### src/rtl/irq_ctrl_pkg.sv
// irq_ctrl_pkg: shared types and helpers for the external-interrupt controller.
//   irq_state_e : request/acknowledge/end-of-interrupt FSM states
//   prio_t      : result of the fixed-priority encoder (valid flag + index)
//   id_width()  : channel-ID width for a given channel count
//   prio_enc()  : lowest-set-index priority encoder over up to MAX_IRQ channels
package irq_ctrl_pkg;

  typedef enum logic [2:0] {
    IDLE        = 3'd0,
    REQ         = 3'd1,
    SERVICE     = 3'd2,
    SERVICE_REQ = 3'd3,
    NESTED      = 3'd4
  } irq_state_e;

  localparam int MAX_IRQ = 32;
  localparam int PE_W    = 5;

  typedef struct packed {
    logic            valid;
    logic [PE_W-1:0] idx;
  } prio_t;

  function automatic int id_width(input int n);
    return (n > 1) ? $clog2(n) : 1;
  endfunction

  // Scans from the top down so the lowest set index is the last one written.
  function automatic prio_t prio_enc(input logic [MAX_IRQ-1:0] vec);
    prio_t r;
    r = '0;
    for (int i = MAX_IRQ - 1; i >= 0; i--) begin
      if (vec[i]) begin
        r.valid = 1'b1;
        r.idx   = PE_W'(i);
      end
    end
    return r;
  endfunction

endpackage

### src/rtl/irq_ctrl_if.sv
// irq_ctrl_if: single-line interrupt handshake between controller and core.
//   int_irq    : request, driven by the controller (master)
//   irq_id     : ID of the requested / in-service channel
//   in_service : a handler is active
//   inta_irq   : one-cycle acknowledge, driven by the core (slave)
//   eoi        : one-cycle end-of-interrupt, driven by the core
// Handshake: int_irq acts as valid and inta_irq as ready. Once int_irq is
// raised, it and irq_id stay stable until the cycle inta_irq is sampled high;
// a request is never withdrawn. eoi closes the handler that inta_irq opened.
interface irq_ctrl_if
  import irq_ctrl_pkg::*;
#(
  parameter int N_IRQ = 8
);
  localparam int IDW = id_width(N_IRQ);

  logic           int_irq;
  logic [IDW-1:0] irq_id;
  logic           in_service;
  logic           inta_irq;
  logic           eoi;

  modport master (
    output int_irq, irq_id, in_service,
    input  inta_irq, eoi
  );

  modport slave (
    input  int_irq, irq_id, in_service,
    output inta_irq, eoi
  );
endinterface

### src/rtl/irq_sync.sv
// irq_sync: one channel's synchroniser chain plus a delayed copy for edge detect.
//   clk, rst : core clock, asynchronous active-high reset
//   d        : raw asynchronous interrupt source
//   s        : synchronised level (STAGES flops after d)
//   rise     : s high while its previous value was low
module irq_sync #(
  parameter int STAGES = 2
) (
  input  logic clk,
  input  logic rst,
  input  logic d,
  output logic s,
  output logic rise
);

  logic [STAGES-1:0] chain;
  logic              s_d;

  always_ff @(posedge clk or posedge rst) begin
    if (rst) begin
      chain <= '0;
      s_d   <= 1'b0;
    end else begin
      chain <= {chain[STAGES-2:0], d};
      s_d   <= chain[STAGES-1];
    end
  end

  assign s    = chain[STAGES-1];
  assign rise = s & ~s_d;

endmodule

### src/rtl/irq_ctrl.sv
// irq_ctrl: N_IRQ-channel external-interrupt controller for a single-line core.
//   clk, rst  : core clock, asynchronous active-high reset
//   ex_irq    : raw interrupt sources, asynchronous to clk
//   irq_mask  : 1 = channel enabled
//   edge_sel  : 1 = rising-edge triggered, 0 = level-high triggered
//   pending   : pending latch state (status)
//   dbg_state : current FSM state
//   bus       : request/acknowledge/eoi handshake to the core (master side)
// Optional feature: define IRQ_CTRL_NEST_EN to allow one level of preemption
// by a strictly higher-priority (lower-index) channel while in SERVICE.
module irq_ctrl
  import irq_ctrl_pkg::*;
#(
  parameter int N_IRQ       = 8,
  parameter int SYNC_STAGES = 2
) (
  input  logic             clk,
  input  logic             rst,
  input  logic [N_IRQ-1:0] ex_irq,
  input  logic [N_IRQ-1:0] irq_mask,
  input  logic [N_IRQ-1:0] edge_sel,
  output logic [N_IRQ-1:0] pending,
  output irq_state_e       dbg_state,
  irq_ctrl_if.master       bus
);

  localparam int IDW = id_width(N_IRQ);

  logic [N_IRQ-1:0]   s, rise, clr, pending_n;
  logic [MAX_IRQ-1:0] cand_w;
  prio_t              pe;
  logic [IDW-1:0]     win_id;
  irq_state_e         state, state_n;
  logic [IDW-1:0]     id_q, id_n;
  logic               grant;
`ifdef IRQ_CTRL_NEST_EN
  logic [IDW-1:0]     stk_q, stk_n;
`endif

  for (genvar i = 0; i < N_IRQ; i++) begin : g_ch
    irq_sync #(.STAGES(SYNC_STAGES)) u_sync (
      .clk  (clk),
      .rst  (rst),
      .d    (ex_irq[i]),
      .s    (s[i]),
      .rise (rise[i])
    );
  end

  assign cand_w = MAX_IRQ'(pending & irq_mask);
  assign pe     = prio_enc(cand_w);
  assign win_id = IDW'(pe.idx);

  // Only the granted channel loses its edge latch; a fresh edge in the same
  // cycle re-sets it so the event is not lost.
  assign clr = grant ? (N_IRQ'(1) << id_q) : '0;

  always_comb begin
    pending_n = '0;
    for (int i = 0; i < N_IRQ; i++) begin
      pending_n[i] = edge_sel[i] ? (rise[i] | (pending[i] & ~clr[i])) : s[i];
    end
  end

  always_ff @(posedge clk or posedge rst) begin
    if (rst) begin
      pending <= '0;
      state   <= IDLE;
      id_q    <= '0;
`ifdef IRQ_CTRL_NEST_EN
      stk_q   <= '0;
`endif
    end else begin
      pending <= pending_n;
      state   <= state_n;
      id_q    <= id_n;
`ifdef IRQ_CTRL_NEST_EN
      stk_q   <= stk_n;
`endif
    end
  end

  always_comb begin
    state_n = state;
    id_n    = id_q;
    grant   = 1'b0;
`ifdef IRQ_CTRL_NEST_EN
    stk_n   = stk_q;
`endif
    case (state)
      IDLE: begin
        if (pe.valid) begin
          state_n = REQ;
          id_n    = win_id;
        end
      end
      REQ: begin
        if (bus.inta_irq) begin
          state_n = SERVICE;
          grant   = 1'b1;
        end
      end
      SERVICE: begin
        if (bus.eoi) begin
          state_n = IDLE;
`ifdef IRQ_CTRL_NEST_EN
        end else if (pe.valid && (pe.idx < PE_W'(id_q))) begin
          // The interrupted handler's ID is parked until its handler resumes.
          state_n = SERVICE_REQ;
          stk_n   = id_q;
          id_n    = win_id;
`endif
        end
      end
`ifdef IRQ_CTRL_NEST_EN
      SERVICE_REQ: begin
        if (bus.inta_irq) begin
          state_n = NESTED;
          grant   = 1'b1;
        end
      end
      NESTED: begin
        if (bus.eoi) begin
          state_n = SERVICE;
          id_n    = stk_q;
        end
      end
`endif
      default: state_n = IDLE;
    endcase
  end

  assign bus.int_irq    = (state == REQ) || (state == SERVICE_REQ);
  assign bus.in_service = (state == SERVICE) || (state == SERVICE_REQ) ||
                          (state == NESTED);
  assign bus.irq_id     = id_q;
  assign dbg_state      = state;

endmodule

### src/flat_wrapper.sv
// flat-port wrapper written by rule: the top's interface ports become plain ports
module irq_ctrl_flat import irq_ctrl_pkg::*;
#(
  parameter int N_IRQ       = 8,
  parameter int SYNC_STAGES = 2
)
  (clk, rst, ex_irq, irq_mask, edge_sel, pending, dbg_state, bus_int_irq, bus_irq_id, bus_in_service, bus_inta_irq, bus_eoi);
  irq_ctrl_if #(.N_IRQ(N_IRQ)) bus_i ();
  input  logic clk;
  input  logic rst;
  input  logic [N_IRQ-1:0] ex_irq;
  input  logic [N_IRQ-1:0] irq_mask;
  input  logic [N_IRQ-1:0] edge_sel;
  output logic [N_IRQ-1:0] pending;
  output irq_state_e dbg_state;
  output wire logic [$bits(bus_i.int_irq)-1:0] bus_int_irq;
  output wire logic [$bits(bus_i.irq_id)-1:0] bus_irq_id;
  output wire logic [$bits(bus_i.in_service)-1:0] bus_in_service;
  input wire logic [$bits(bus_i.inta_irq)-1:0] bus_inta_irq;
  input wire logic [$bits(bus_i.eoi)-1:0] bus_eoi;
  assign bus_int_irq = bus_i.int_irq;
  assign bus_irq_id = bus_i.irq_id;
  assign bus_in_service = bus_i.in_service;
  assign bus_i.inta_irq = bus_inta_irq;
  assign bus_i.eoi = bus_eoi;
  irq_ctrl #(.N_IRQ(N_IRQ), .SYNC_STAGES(SYNC_STAGES)) u_core (.clk(clk), .rst(rst), .ex_irq(ex_irq), .irq_mask(irq_mask), .edge_sel(edge_sel), .pending(pending), .dbg_state(dbg_state), .bus(bus_i));
endmodule
### config.mk
export PLATFORM = sky130hd
export DESIGN_NAME = irq_ctrl_flat
export DESIGN_NICKNAME = d
export VERILOG_FILES = /design/src/rtl/irq_ctrl_pkg.sv /design/src/rtl/irq_ctrl_if.sv /design/src/rtl/irq_sync.sv /design/src/rtl/irq_ctrl.sv /design/src/flat_wrapper.sv
export SDC_FILE = /design/constraint.sdc
export NUM_CORES = 1
export LEC_CHECK = 0
export BUFFER_PORTS_ARGS = -buffer_cell sky130_fd_sc_hd__clkbuf_2
export CAP_MARGIN = 25
export CORE_MARGIN = 5
export CORE_UTILIZATION = 25
export CTS_BUF_LIST = sky130_fd_sc_hd__clkbuf_2
export DETAILED_ROUTE_END_ITERATION = 6
export GPL_TIMING_DRIVEN = 0
export PLACE_DENSITY_LB_ADDON = 0.12
export SLEW_MARGIN = 10
export SYNTH_ARGS = -nofsm -noshare
export SYNTH_HDL_FRONTEND = slang
export SYNTH_SLANG_ARGS = --single-unit
### constraint.sdc
create_clock -name clk -period 1.1 [get_ports clk]
set_input_delay 0.165 -clock clk [delete_from_list [all_inputs] [get_ports clk]]
set_output_delay 0.165 -clock clk [all_outputs]
set_load 0.1 [all_outputs]
After elaboration in Yosys (flattened, before gate mapping)
Cells that the tools add are included.
{"block": "classes", "shifts": 1, "n_addsub": 0, "n_lt_le_gt_ge": 0, "muxes": 47, "n_eq_ne": 7, "multipliers": 0, "n_bitwise": 41, "div_mod_pow": 0, "reduce_logical": 6}
{"operator": "6-bit two-way mux", "n": 32}
{"operator": "1-bit AND", "n": 16}
{"operator": "1-bit NOT", "n": 16}
{"operator": "1-bit two-way mux", "n": 10}
{"operator": "3-bit two-way mux", "n": 3}
{"operator": "3-bit one-hot mux with 3 select lines", "n": 1}
{"operator": "8-bit AND", "n": 1}
{"operator": "8-bit two-way mux", "n": 1}
{"operator": "1-bit OR", "n": 8}
{"operator": "1-bit by 3-bit << shifter with 8-bit output (first input constant)", "n": 1}
{"operator": "3-bit by 2-bit == test with 1-bit output (second input constant)", "n": 2}
{"operator": "2-bit inequality test (second input constant)", "n": 2}
{"operator": "3-bit by 1-bit == test with 1-bit output (second input constant)", "n": 1}
{"operator": "3-bit == test (second input constant)", "n": 1}
{"operator": "3-bit logical NOT", "n": 1}
{"operator": "1-bit logical OR", "n": 3}
{"operator": "3-bit AND reduction", "n": 1}
{"operator": "2-bit by 1-bit inequality test with 1-bit output (second input constant)", "n": 1}
{"operator": "2-bit AND reduction", "n": 1}
{"block": "totals", "mem_bits_ro": 0, "wordCells": 121, "latchBits": 0, "inputBits": 28, "ff_bits": 38, "mem_bits_rw": 0, "memories": 0}

Longest topological paths before layout
Gate-level depths: netlist of run 1.
{"block": "logic_depth", "depth_word": 34, "mapped_depth": 4}

Hierarchy
From an unflattened synthesis of run 1, not the netlist that was laid out.
{"block": "hier_totals", "hier_cells": 124, "area_unflattened_um2": 1457.6}
{"mod": "irq_sync", "seq_area_each_um2": 75.1, "cells_each": 5, "n_inst": 8, "area_per_inst_um2": 92.6}
{"mod": "irq_ctrl", "seq_area_each_um2": 325.3, "cells_each": 84, "n_inst": 1, "area_per_inst_um2": 716.9}

Least setup slack after synthesis of run 1
No wires, ideal clock.
{"block": "synth_timing", "path_kind": "reg2out", "from": "register u_core.state[0], in the netlist u_core.dbg_state[0]", "to": "output bus_int_irq", "setup_slack_ns": -0.993, "path_stages_with_launch": 2, "t_arrival_ns": 1.928, "n_path_buf": 1, "cell_sequence": "dfrtp_1 -> clkbuf_1"}
{"block": "synth_between", "elab_chain_len": 2}
{"item": "start: declaration", "line_no": "irq_ctrl.sv:33", "text": "irq_state_e state, state_n;"}
{"item": "start signal: assignment", "line_no": "irq_ctrl.sv:75", "text": "state <= state_n;"}
{"item": "3-bit by 1-bit == test with 1-bit output or 3-bit by 2-bit == test with 1-bit output (tied branches)", "line_no": "irq_ctrl.sv:133", "text": "assign bus.int_irq = (state == REQ) || (state == SERVICE_REQ);"}
{"item": "1-bit logical OR (*)", "line_no": "irq_ctrl.sv:133"}
{"item": "end: declaration", "line_no": "flat_wrapper.sv:16", "text": "output wire logic [$bits(bus_i.int_irq)-1:0] bus_int_irq;"}
Mark *: on every way between the ends. The rest lies on a longest branch, timed or not.

Worst setup path in the final report of run 1
{"block": "layout_timing", "from": "register u_core.state[1], in the netlist u_core.dbg_state[1]", "to": "output bus_in_service"}
{"block": "layout_between", "elab_chain_len": 3}
{"item": "3-bit by 2-bit == test with 1-bit output", "line_no": "irq_ctrl.sv:134", "text": "assign bus.in_service = (state == SERVICE) || (state == SERVICE_REQ) ||"}
{"item": "1-bit logical OR", "line_no": "irq_ctrl.sv:134"}
{"item": "1-bit logical OR (*)", "line_no": "irq_ctrl.sv:134"}
{"item": "end: declaration", "line_no": "flat_wrapper.sv:18", "text": "output wire logic [$bits(bus_i.in_service)-1:0] bus_in_service;"}
Marks and branches as above.

==> summary.md, run 1 <==
| Metric | Value |
|---|---|
| Status | `finished with violations` |
| Failing checks | `negative setup slack` |
| Worst Path Required | `0.94 ns` |
| Final Max Tran Viols | `0` |
| Post-synthesis cell count | `101` |
| Total grt overflow | `0` |
| Clk slew on worst S/H paths | `0.19 ns` |
| CP max stage cell | `dfrtp_4` |
| TritonCTS clock tree | `built` |
| All-Layer GR Usage | `10.29%` |
| Vias | `1039` |
| Max Used Layer | `met4` |
| Max Cap Viol | `0` |
| Die area | `6839 um^2` |
| Ant diodes | `0` |
| Tot Pwr | `5.420 mW` |
| Worst clock skew | `0.02296 ns` |
| CTS max path bufs | `2` |
| Gpl congestion | `0.7399` |
| Row count | `26` |
| Design internal power | `2.969 mW` |
| Relative slew slack | `58.50%` |
| Initial core utilization | `25.87%` |
| Setup TNS | `-4.794 ns` |
| Synth Warn # | `0` |
| Die H | `82.70 um` |
| Vias in the first global route | `1104` |
| Wl on met1 | `1355 um` |
| IO Count | `44` |
| Share of cells above drive strength 1 | `54.71%` |
| RSZ-0062 raised after global routing | `yes` |
| Clock share of power | `10.7%` |
| Metal3 WL | `220 um` |
| Leak | `0.9780 nW` |
| NumNets Final | `197` |
| Buffers on Ports | `42` |
| Syn_nets | `129` |
| Slew at the pin closest to its max-slew limit | `0.6218 ns` |
| CTS sink count | `37` |
| Area Overhead vs Synth | `70.36%` |
| Final setup margin | `-0.2761 ns` |
| Crit path capture type | `output pin` |
| Drt total wl | `3179 um` |
| WL/cell | `13.25 um` |
| Startpoint types | `flip-flop` |
| Hold Violations, Final | `0` |
| DPL Wire Length | `2295 um` |
| H-tree level count | `2` |
| TritonRoute pass-1 iters | `5` |
| Pwr dens | `2408 nW/um^2` |
| Worst path cell trace | `buf_8 > clkbuf_16` |
| Worst min-delay path class | `in2reg` |
| Core Region | `5107 um^2` |
| DRC | `0` |
| Antenna violations before repair | `0` |
| Die W | `82.70 um` |
| Post-Syn Area | `1321 um^2` |
| Peak Freq | `0.7267 GHz` |
| Gate power share | `56.2%` |
| First-pass GRT wire length | `5119 um` |
| Final setup vio count | `27` |
| Crit-path max cell delay | `0.54 ns` |
| Root Driver | `clkbuf_2` |
| Vias/cell | `4.329` |
| Detailed Route Iter0 Violations | `31` |
| Worst vdd ir | `1357 uV` |
| Final non-filler cell total | `240` |
| Pin count of the biggest net entering global routing | `38` |
| Yosys cell types | `22` |
| Switching part of the total | `45.23%` |
| Switch Pwr | `2.451 mW` |
| DP Cell Count | `213` |
| Maximum fanout along the worst path | `4` |
| Post-route ant nets | `0` |
| Fin crit share | `125.1%` |
| Seq pwr share | `33.1%` |
| #FFs+latches synth | `37` |
| CTS Buf Count | `5` |
| Sequential-to-total area share from yosys stat | `70.08%` |
| Crit path DAT | `1.21 ns` |
| Mean Syn Cell Area | `13.08 um^2` |
| Clk_lat worst skew | `0.38 ns` |
| Kind of critical path | `reg2out` |
| Min Clock Period, post-route | `1.376 ns` |
| Met2 WL post-DR | `1553 um` |
power groups by stage:
stage | logic [mW] | clock network, mW | registers [mW]
global placement | 1.96 | 0 | 1.85
CTS | 2.91 | 0.631 | 1.78
finish | 3.05 | 0.580 | 1.79
detailed placement | 1.96 | 0 | 1.87
floorplan | 0.722 | 0 | 2.74
global route | 3.19 | 0.686 | 1.82
kinds of logic (layout without fill, tap and decap cells):
kind of cell | after synthesis | count (layout) | share of synthesized area [%]
buf+inv | 6 | 75 | 1.989
compound gates | 25 | 25 | 15.25
simple gates | 32 | 32 | 12.41
other cells | 1 | 1 | 0.2838
flops | 37 | 37 | 70.08
sequential cells by signal, indices dropped and copies added, names as in the netlist:
signal	count
u_core.g_ch.u_sync.chain	16
u_core.g_ch.u_sync.s_d	8
u_core.pending	8
u_core.bus.irq_id	3
u_core.dbg_state	2
repair_timing:
item,in CTS,in global routing
buffers inserted,6,1
pin swaps,13,11
resized for setup,51,14
hold buffers,11,1
endpoints found under the hold margin,47,1
setup endpoints to repair,27,45
layout by cell type (no fill, tap or decap), types with 2 or more instances in the layout:
| cell type | count |
|---|---|
| dfrtp_2 | 2 |
| a21oi_2 | 4 |
| nand2_1 | 18 |
| buf_6 | 3 |
| nand2_2 | 2 |
| a32o_1 | 10 |
| buf_4 | 7 |
| dlygate4sd3_1 | 12 |
| dfrtp_1 | 24 |
| nor2b_1 | 2 |
| clkbuf_16 | 14 |
| clkbuf_2 | 33 |
| nor2_4 | 3 |
| dfrtp_4 | 11 |
| a22oi_2 | 4 |
| nand3_2 | 2 |
| clkinv_1 | 2 |
stage by stage:
stage / util [%] / hold slack [ns] / worst slack [ns] / cell area (um^2)
2_1_floorplan: - / 0.1964 / -0.3391 / 1385
3_3_place_gp: 32.95 / 0.2727 / -0.5679 / 1683
3_5_place_dp: 32.95 / 0.2747 / -0.2145 / 1683
4_1_cts: 42.97 / 0.01018 / -0.3137 / 2195
5_1_grt: 44.07 / 0.02379 / -0.3410 / 2251
6_report: 44.07 / 0.05106 / -0.2761 / 2251
synthesized netlist by cell type:
cell      number  area share, %
nand4_1        1           0.47
clkbuf_1       2           0.57
conb_1         1           0.28
a22oi_1        4            2.3
a22oi_2        1           0.95
a222oi_1       1           0.76
nand3_1        2           0.76
a32o_1        10            7.6
dfrtp_1       37             70
a21oi_1        5            1.9
o21ai_1        2           0.76
a211oi_1       1           0.57
a31oi_1        1           0.47
clkinv_1       1           0.28
nand2_1       20            5.7
nor2_1         3           0.85
nand3b_4       1            1.5
nand2b_1       1           0.47
nor2_4         2            1.7
inv_1          2           0.57
nor2b_1        2           0.95
buf_4          1           0.57
routing by layer:
| metal | vias up | GRT usage [%] |
|---|---|---|
| met5 | - | 0 |
| met4 | 0 | 4.412 |
| met3 | 7 | 3.471 |
| met2 | 33 | 17.15 |
| met1 | 503 | 12.02 |
| li1 | 496 | - |
layout make-up:
class | instances | area (um^2)
fillers | 486 | 2856
flip-flops and latches | 37 | 969.7
repair buffers | 61 | 673.1
multi-input cells | 58 | 432.9
well taps | 70 | 87.58
plain buffers | 3 | 33.78
clock buffers | 6 | 30.03
inverters | 3 | 12.51
clock inverters | 2 | 11.26
worst max-delay path: cells and delay by family, from the launching register on:
kind | cells | cell delay (ns)
buffers and inverters | 2 | 0.31
DFF | 1 | 0.54
path summary, 6_finish.rpt:
path	start	endpoint	slack (ns)	cells past startpoint
min in group asynchronous	rst	u_core.pending[2]$_DFF_PP0_	0.35	3
setup reg to reg	u_core.dbg_state[1]$_DFFE_PP0P_	u_core.pending[1]$_DFF_PP0_	-0.21	4
setup / recovery	u_core.dbg_state[1]$_DFFE_PP0P_	bus_in_service	-0.28	2
hold / removal	edge_sel[3]	u_core.pending[3]$_DFF_PP0_	0.05	2
hold reg to reg	u_core.g_ch[5].u_sync.chain[0]$_DFF_PP0_	u_core.g_ch[5].u_sync.chain[1]$_DFF_PP0_	0.37	0
max in group asynchronous	rst	u_core.dbg_state[0]$_DFFE_PP0P_	0.28	3
No activity file was read; power rests on OpenSTA's default activity.
==> inputs of run 2 (changes only) <==
- GPL_TIMING_DRIVEN: 0 -> not set
- SYNTH_HIERARCHICAL: not set -> 1
==> run 2 against run 1 <==
Effect of this change:
- the flow still finishes with violations (negative setup slack)
- sequential share of layout area down 7.8 points
- first-iteration DRC count is the same
- clock power grew 6.9%
- maximum frequency down 1.1%
- cell count increased by 26%
- combinational power increased by 20%
- synthesized area is 10% higher
- routed wire length increased by 25%
- sequential power shrank 3%
- via count rose by 26%
- synthesized cell count up 23%
- power up 11%
- critical path type unchanged
==> summary.md, run 2 <==
| Metric | Value |
|---|---|
| Worst vdd ir | `1226 uV (-9.6%)` |
| Pin count of the biggest net entering global routing | `13 (-66%)` |
| Initial core utilization | `26.15% (+0.28 points)` |
| All-Layer GR Usage | `11.28% (+0.99 points)` |
| Ant diodes | `0 (unchanged)` |
| IO Count | `44 (unchanged)` |
| Share of flip-flops with an asynchronous set or reset | `100.0% (unchanged)` |
| Drt total wl | `3963 um (+25%)` |
| Crit path capture type | `output pin` |
| Maximum fanout along the worst path | `4 (unchanged)` |
| Worst min-delay path class | `in2reg` |
| Syn_nets | `152 (+18%)` |
| Area leader, netlist | `dfrtp_1` |
| H-tree level count | `2 (unchanged)` |
| TritonRoute pass-1 iters | `4 (-1)` |
| Startpoint types | `flip-flop` |
| Fin crit share | `126.5% (+1.4 points)` |
| Failing checks | `negative setup slack` |
| NumNets Final | `258 (+31%)` |
| Fillers | `529 (+8.8%)` |
| Most frequent cells in the layout | `clkbuf_2 (33), dfrtp_1 (24), buf_4 (22)` |
| Commonest cells post-synth | `dfrtp_1 (37), inv_1 (17), nor2_1 (11)` |
| Status | `finished with violations` |
| Synth Warn # | `6 (+6)` |
| CTS sink count | `37 (unchanged)` |
| Row count | `27 (+3.8%)` |
| First-pass GRT wire length | `6582 um (+29%)` |
| CP delay by family, top | `flip-flops` |
| Crit-path max cell delay | `0.55 ns (about the same)` |
| DRC | `0 (unchanged)` |
| Biggest regs | `u_core/g_ch.u_sync/chain: 16 flops, u_core/g_ch.u_sync/s_d: 8 flops, u_core/pending: 8 flops` |
| Sequential-to-total area share from yosys stat | `63.52% (-6.6 points)` |
| Post-Syn Area | `1458 um^2 (+10%)` |
| Total grt overflow | `0 (unchanged)` |
| Post-route ant nets | `0 (unchanged)` |
| Vias | `1308 (+26%)` |
| Worst Path Required | `0.94 ns (about the same)` |
| Die area | `7458 um^2 (+9.0%)` |
| Kind of critical path | `reg2out` |
| Gpl congestion | `0.8320 (+12%)` |
| Worst path cell trace | `buf_6 > buf_12` |
| Yosys cell types | `23 (+4.5%)` |
| Vias in the first global route | `1394 (+26%)` |
| Final setup margin | `-0.2918 ns (-0.01570 ns)` |
| Antenna violations before repair | `0 (unchanged)` |
| WL/cell | `13.08 um (-1.3%)` |
| Area Overhead vs Synth | `87.47%` |
| Worst Path Buf+Inv | `2 (unchanged)` |
| #FFs+latches synth | `37 (unchanged)` |
| Worst clock skew | `0.02578 ns (+0.002815 ns)` |
| DP Cell Count | `257 (+21%)` |
| Buffers on Ports | `42 (unchanged)` |
| Clk slew on worst S/H paths | `0.21 ns (+0.02 ns)` |
| Final Max Tran Viols | `0 (unchanged)` |
| Max Cap Viol | `0 (unchanged)` |
| Number of synthesized flops with an enable pin | `0 (unchanged)` |
| Largest register by flop count | `u_core/g_ch.u_sync/chain` |
| DPL Wire Length | `3037 um (+32%)` |
| Vias/cell | `4.317 (-0.28%)` |
| Top FF cell, synth | `dfrtp_1` |
| Mean Syn Cell Area | `11.76 um^2 (-10%)` |
| CP max stage cell | `dfrtp_4` |
| Detailed Route Iter0 Violations | `31 (unchanged)` |
| Peak Freq | `0.7185 GHz (-1.1%)` |
| Final non-filler cell total | `303 (+26%)` |
| Share of cells above drive strength 1 | `57.58% (+2.9 points)` |
| Final setup vio count | `28 (+3.7%)` |
| Die H | `86.36 um (+4.4%)` |
| Crit path DAT | `1.23 ns (+0.02 ns)` |
| Most common cell after layout, fill and taps aside | `clkbuf_2` |
| Count leader, synth | `dfrtp_1` |
| Leak | `1.279 nW (+31%)` |
| Setup TNS | `-5.715 ns (-0.9208 ns)` |
| Area fraction of the dominant cell type after synthesis | `63.52% (-6.6 points)` |
| Pwr dens | `2202 nW/um^2 (-8.6%)` |
| RSZ-0062 raised after global routing | `yes` |
| Max reg flops | `16 (unchanged)` |
| CTS max path bufs | `2 (unchanged)` |
| CTS Buf Count | `5 (unchanged)` |
| Post-synthesis cell count | `124 (+23%)` |
| Hold Violations, Final | `0 (unchanged)` |
| Synth area leaders | `dfrtp_1 (64%), nor2b_4 (7.6%), inv_1 (4.4%), a31oi_1 (3.4%), nor2_1 (2.8%)` |
| Clk_lat worst skew | `0.39 ns (about the same)` |
| TritonCTS clock tree | `built` |
| Die W | `86.36 um (+4.4%)` |
| Min Clock Period, post-route | `1.392 ns (+0.01570 ns)` |
| Root Driver | `clkbuf_2` |
| Core Region | `5574 um^2 (+9.1%)` |
-- run 2: cell count changes after synthesis, moves of 7 or more --
cell,before,now
a31oi_1,1,8
inv_1,2,17
nor2_1,3,11
nand2_1,20,8
o21ai_0,0,7
nor2b_4,0,8
a32o_1,10,2
-- run 2: report_power, final --
part | switching (mW) | leakage (nW) | internal (mW) | total [mW]
sequential | 0.137 | 0.416 | 1.59 | 1.73
combinational | 2.06 | 0.837 | 1.61 | 3.67
clock | 0.461 | 0.0266 | 0.159 | 0.620
total | 2.66 | 1.28 | 3.36 | 6.02
-- run 2: logic make-up after synthesis --
logic type             synth area share [%]
AO/OA/AOI/OAI                         14.42
buffers and inverters                 5.837
flip-flops                            63.52
other                                0.2573
AND/OR/NAND/NOR                       15.97
-- run 2: final cells by class --
| class | count | area [um^2] | share of cell area (%) |
|---|---|---|---|
| clock buffers | 6 | 30.03 | 1.099 |
| well taps | 72 | 90.09 | 3.297 |
| flip-flops and latches | 37 | 964.7 | 35.30 |
| clock inverters | 2 | 11.26 | 0.4121 |
| multi-input cells | 67 | 558.0 | 20.42 |
| inverters | 17 | 63.81 | 2.335 |
| repair buffers | 102 | 1015 | 37.13 |
-- run 2: tightest hold or removal path, stage by stage --
cell and delay [ns]:
clkbuf_2 0.08, nor2_1 0.04, a21o_1 0.16
-- run 2: layer usage --
layer  track usage [%]  share of wire, %
met4             3.966               2.0
met5                 0                 0
met2             19.54                52
met3             3.517               5.6
met1             13.10                40
-- run 2: worst paths after layout --
| path | start | to | slack (ns) | cells after the start |
|---|---|---|---|---|
| worst max register to register | u_core/pending[0]$_DFF_PP0_ | u_core/dbg_state[0]$_DFFE_PP0P_ | -0.26 | 4 |
| max in group asynchronous | rst | u_core/pending[2]$_DFF_PP0_ | 0.55 | 4 |
| worst max-delay path | u_core/pending[0]$_DFF_PP0_ | pending[0] | -0.29 | 2 |
| min in group asynchronous | rst | u_core/pending[4]$_DFF_PP0_ | 0.22 | 3 |
| worst min register to register | u_core/g_ch[6].u_sync/chain[0]$_DFF_PP0_ | u_core/g_ch[6].u_sync/chain[1]$_DFF_PP0_ | 0.37 | 0 |
| worst min-delay path | bus_eoi | u_core/dbg_state[1]$_DFFE_PP0P_ | 0.08 | 3 |
-- run 2: stage by stage --
step | setup slack (ns) | utilization [%] | hold slack [ns] | area, um^2 | power (mW)
6_report | -0.2918 | 49.02 | 0.07667 | 2733 | 6.017
5_1_grt | -0.3412 | 49.02 | 0.07210 | 2733 | 6.282
4_1_cts | -0.3064 | 47.39 | 0.07208 | 2641 | 5.859
3_5_place_dp | -0.2487 | 39.60 | 0.08743 | 2207 | 4.742
3_3_place_gp | -0.2408 | 39.60 | 0.08514 | 2207 | 4.700
2_1_floorplan | -0.4102 | - | -0.08136 | 1526 | 3.448
-- run 2: repair_timing --
| item | in CTS | in global routing |
|---|---|---|
| gates resized for setup | 30 | 11 |
| setup buffers | 15 | 5 |
| setup endpoints to repair | 27 | 28 |
| hold buffers | 18 | 0 |
| pin swaps | 15 | 7 |
| hold endpoints to repair | 54 | 0 |
==> inputs of run 3 (changes only) <==
- SETUP_SLACK_MARGIN: not set -> 0.3
==> run 3 against run 2 <==
Effect of this change:
- the run still ends with negative setup slack left
- routed wire length grew 0.76%
- largest power group unchanged
- clock power grew 38%
- count of clock-buffer cells in the layout is the same
- clock skew shrank 0.012 ns
- die area is the same
- flip-flop and latch count is the same
- power grew 2.2%
- utilization shrank 0.67 points
- sequential power is essentially flat
==> summary.md, run 3 (same netlist as run 2, synthesis figures left out) <==
| Metric | Value |
|---|---|
| Status | `finished with violations` |
| Failing checks | `negative setup slack` |
| DRC | `0 (unchanged)` |
| Clk_lat worst skew | `0.37 ns (-0.02 ns)` |
| Root Driver | `clkbuf_2` |
| H-tree level count | `2 (unchanged)` |
| Pin count of the biggest net entering global routing | `13 (unchanged)` |
| Pwr dens | `2281 nW/um^2 (+3.6%)` |
| Clk slew on worst S/H paths | `0.19 ns (-0.02 ns)` |
| Leak | `1.265 nW (-1.1%)` |
| Crit path capture type | `flip-flop` |
| CTS max path bufs | `2 (unchanged)` |
| Max Cap Viol | `0 (unchanged)` |
| Total grt overflow | `0 (unchanged)` |
| Crit path DAT | `1.67 ns (+0.44 ns)` |
| TritonRoute pass-1 iters | `4 (unchanged)` |
| Crit-path max cell delay | `0.52 ns (-0.03 ns)` |
| Ant diodes | `0 (unchanged)` |
| IO Count | `44 (unchanged)` |
| Vias/cell | `4.303 (-0.32%)` |
| Most frequent cells in the layout | `clkbuf_2 (33), dfrtp_1 (24), dlygate4sd3_1 (18), buf_4 (18), buf_12 (17)` |
| NumNets Final | `252 (-2.3%)` |
| Peak Freq | `0.7208 GHz (+0.32%)` |
| Max reg flops | `16 (unchanged)` |
| Maximum fanout along the worst path | `3 (-1)` |
| CP dominant cell by count | `a21oi_1` |
| Wl on met1 | `1643 um (+3.9%)` |
| Final setup vio count | `28 (unchanged)` |
| Utilization after layout | `48.35% (-0.67 points)` |
| Worst vdd ir | `1283 uV (+4.6%)` |
| Row count | `27 (unchanged)` |
| Largest register by flop count | `u_core/g_ch.u_sync/chain` |
| Area Overhead vs Synth | `84.89%` |
| CTS sink count | `37 (unchanged)` |
| Gpl congestion | `0.8318 (about the same)` |
| Fin crit share | `126.1% (-0.40 points)` |
| Hold slack | `0.08327 ns (+0.006607 ns)` |
| Share of cells above drive strength 1 | `55.56% (-2.0 points)` |
| Drt total wl | `3993 um (+0.76%)` |
| Worst min-delay path class | `in2reg` |
| Startpoint types | `flip-flop` |
| Biggest regs | `u_core/g_ch.u_sync/chain: 16 flops, u_core/g_ch.u_sync/s_d: 8 flops, u_core/pending: 8 flops` |
| Die H | `86.36 um (unchanged)` |
| Footprint of the multi-input gates | `526.8 um^2 (-5.6%)` |
| Worst path cell trace | `nand4bb_4 > or3_1 > a21oi_1 > a21oi_1` |
| RSZ-0062 raised after global routing | `yes` |
| FF+latch area | `974.7 um^2 (+1.0%)` |
| Core Region | `5574 um^2 (unchanged)` |
| Final Max Tran Viols | `0 (unchanged)` |
| Worst clock skew | `0.01416 ns (-0.01162 ns)` |
| Final non-filler cell total | `297 (-2.0%)` |
| Vias in the first global route | `1457 (+4.5%)` |
| Fillers | `514 (-2.8%)` |
| Most common cell after layout, fill and taps aside | `clkbuf_2` |
| Min Clock Period, post-route | `1.387 ns (-0.004385 ns)` |
| TritonCTS clock tree | `built` |
| Kind of critical path | `reg2reg` |
| CTS Buf Count | `5 (unchanged)` |
| Buffers on Ports | `42 (unchanged)` |
| DP Cell Count | `256 (-0.39%)` |
| Vias | `1278 (-2.3%)` |
| Antenna violations before repair | `0 (unchanged)` |
| DP Worst Slack | `-0.2471 ns (+0.001609 ns)` |
| Hold Violations, Final | `0 (unchanged)` |
| Metal3 WL | `189 um (-14%)` |
| Worst Path Required | `1.38 ns (+0.44 ns)` |
| All-Layer GR Usage | `11.54% (+0.26 points)` |
| Die W | `86.36 um (unchanged)` |
| Final setup margin | `-0.2874 ns (+0.004385 ns)` |
| Initial core utilization | `26.15% (unchanged)` |
| Max Used Layer | `met4` |
| CP max stage cell | `dfrtp_4` |
| Detailed Route Iter0 Violations | `43 (+39%)` |
| DPL Wire Length | `2986 um (-1.7%)` |
| Die area | `7458 um^2 (unchanged)` |
| First-pass GRT wire length | `6817 um (+3.6%)` |
| WL/cell | `13.44 um (+2.8%)` |
| Post-route ant nets | `0 (unchanged)` |
| Met2 WL post-DR | `2126 um (+2.3%)` |
run 3: cell types whose count changed in the layout (fill, tap and decap cells not counted), moves of 2 or more:
cell / previous run / this run
dfrtp_2: 4 / 0
nand2_1: 5 / 7
buf_6: 19 / 16
buf_4: 22 / 18
dfrtp_4: 9 / 13
run 3: metal layers:
metal  GRT usage [%]  vias to the layer above
li1                -                      616
met1           13.95                      628
met2           19.89                       30
met3           3.137                        4
met4           3.683                        0
met5               0                        -
run 3: final cells by class:
cell class,count,area share (%)
well taps,72,3.343
flip-flops and latches,37,36.17
repair buffers,96,36.03
inverters,17,2.368
clock inverters,2,1.439
multi-input cells,67,19.55
clock buffers,6,1.114
run 3: stage by stage:
step / area [um^2] / setup TNS [ns] / power [mW]
floorplan: 1536 / -3.137 / 3.474
detailed placement: 2210 / -1.831 / 4.756
global placement: 2210 / -1.609 / 4.710
global route: 2695 / -7.372 / 6.430
finish: 2695 / -5.767 / 6.147
CTS: 2645 / -6.194 / 6.085
run 3: what timing repair did:
item / CTS / global route
resized for setup: 26 / 6
endpoints found under the hold margin: 54 / 0
pin swaps: 14 / 0
setup endpoints to repair: 28 / 28
buffers inserted: 12 / 3
cloned: 0 / 0
hold buffers: 18 / 0
run 3: critical path, delay by kind of cell, from the launching register on:
kind | cells | cell delay [ns]
DFF | 1 | 0.52
AOI/OAI and AO/OA | 2 | 0.20
and+or+nand+nor | 2 | 0.58
run 3: path summary, 6_finish.rpt:
kind | startpoint | endpoint | depth (start not counted) | slack, ns
min in group asynchronous | rst | u_core/pending[4]$_DFF_PP0_ | 3 | 0.21
hold / removal | bus_eoi | u_core/dbg_state[1]$_DFFE_PP0P_ | 3 | 0.08
max in group asynchronous | rst | u_core/bus.irq_id[0]$_DFFE_PP0P_ | 4 | 0.54
setup reg to reg | u_core/dbg_state[1]$_DFFE_PP0P_ | u_core/pending[0]$_DFF_PP0_ | 4 | -0.29
setup / recovery | u_core/dbg_state[1]$_DFFE_PP0P_ | u_core/pending[0]$_DFF_PP0_ | 4 | -0.29
hold reg to reg | u_core/g_ch[6].u_sync/chain[0]$_DFF_PP0_ | u_core/g_ch[6].u_sync/chain[1]$_DFF_PP0_ | 0 | 0.38
run 3: power breakdown:
group / switching (mW) / internal [mW] / total, mW / leakage (nW)
sequential: 0.136 / 1.61 / 1.75 / 0.416
clock: 0.453 / 0.400 / 0.853 / 0.0432
combinational: 2.01 / 1.53 / 3.55 / 0.806
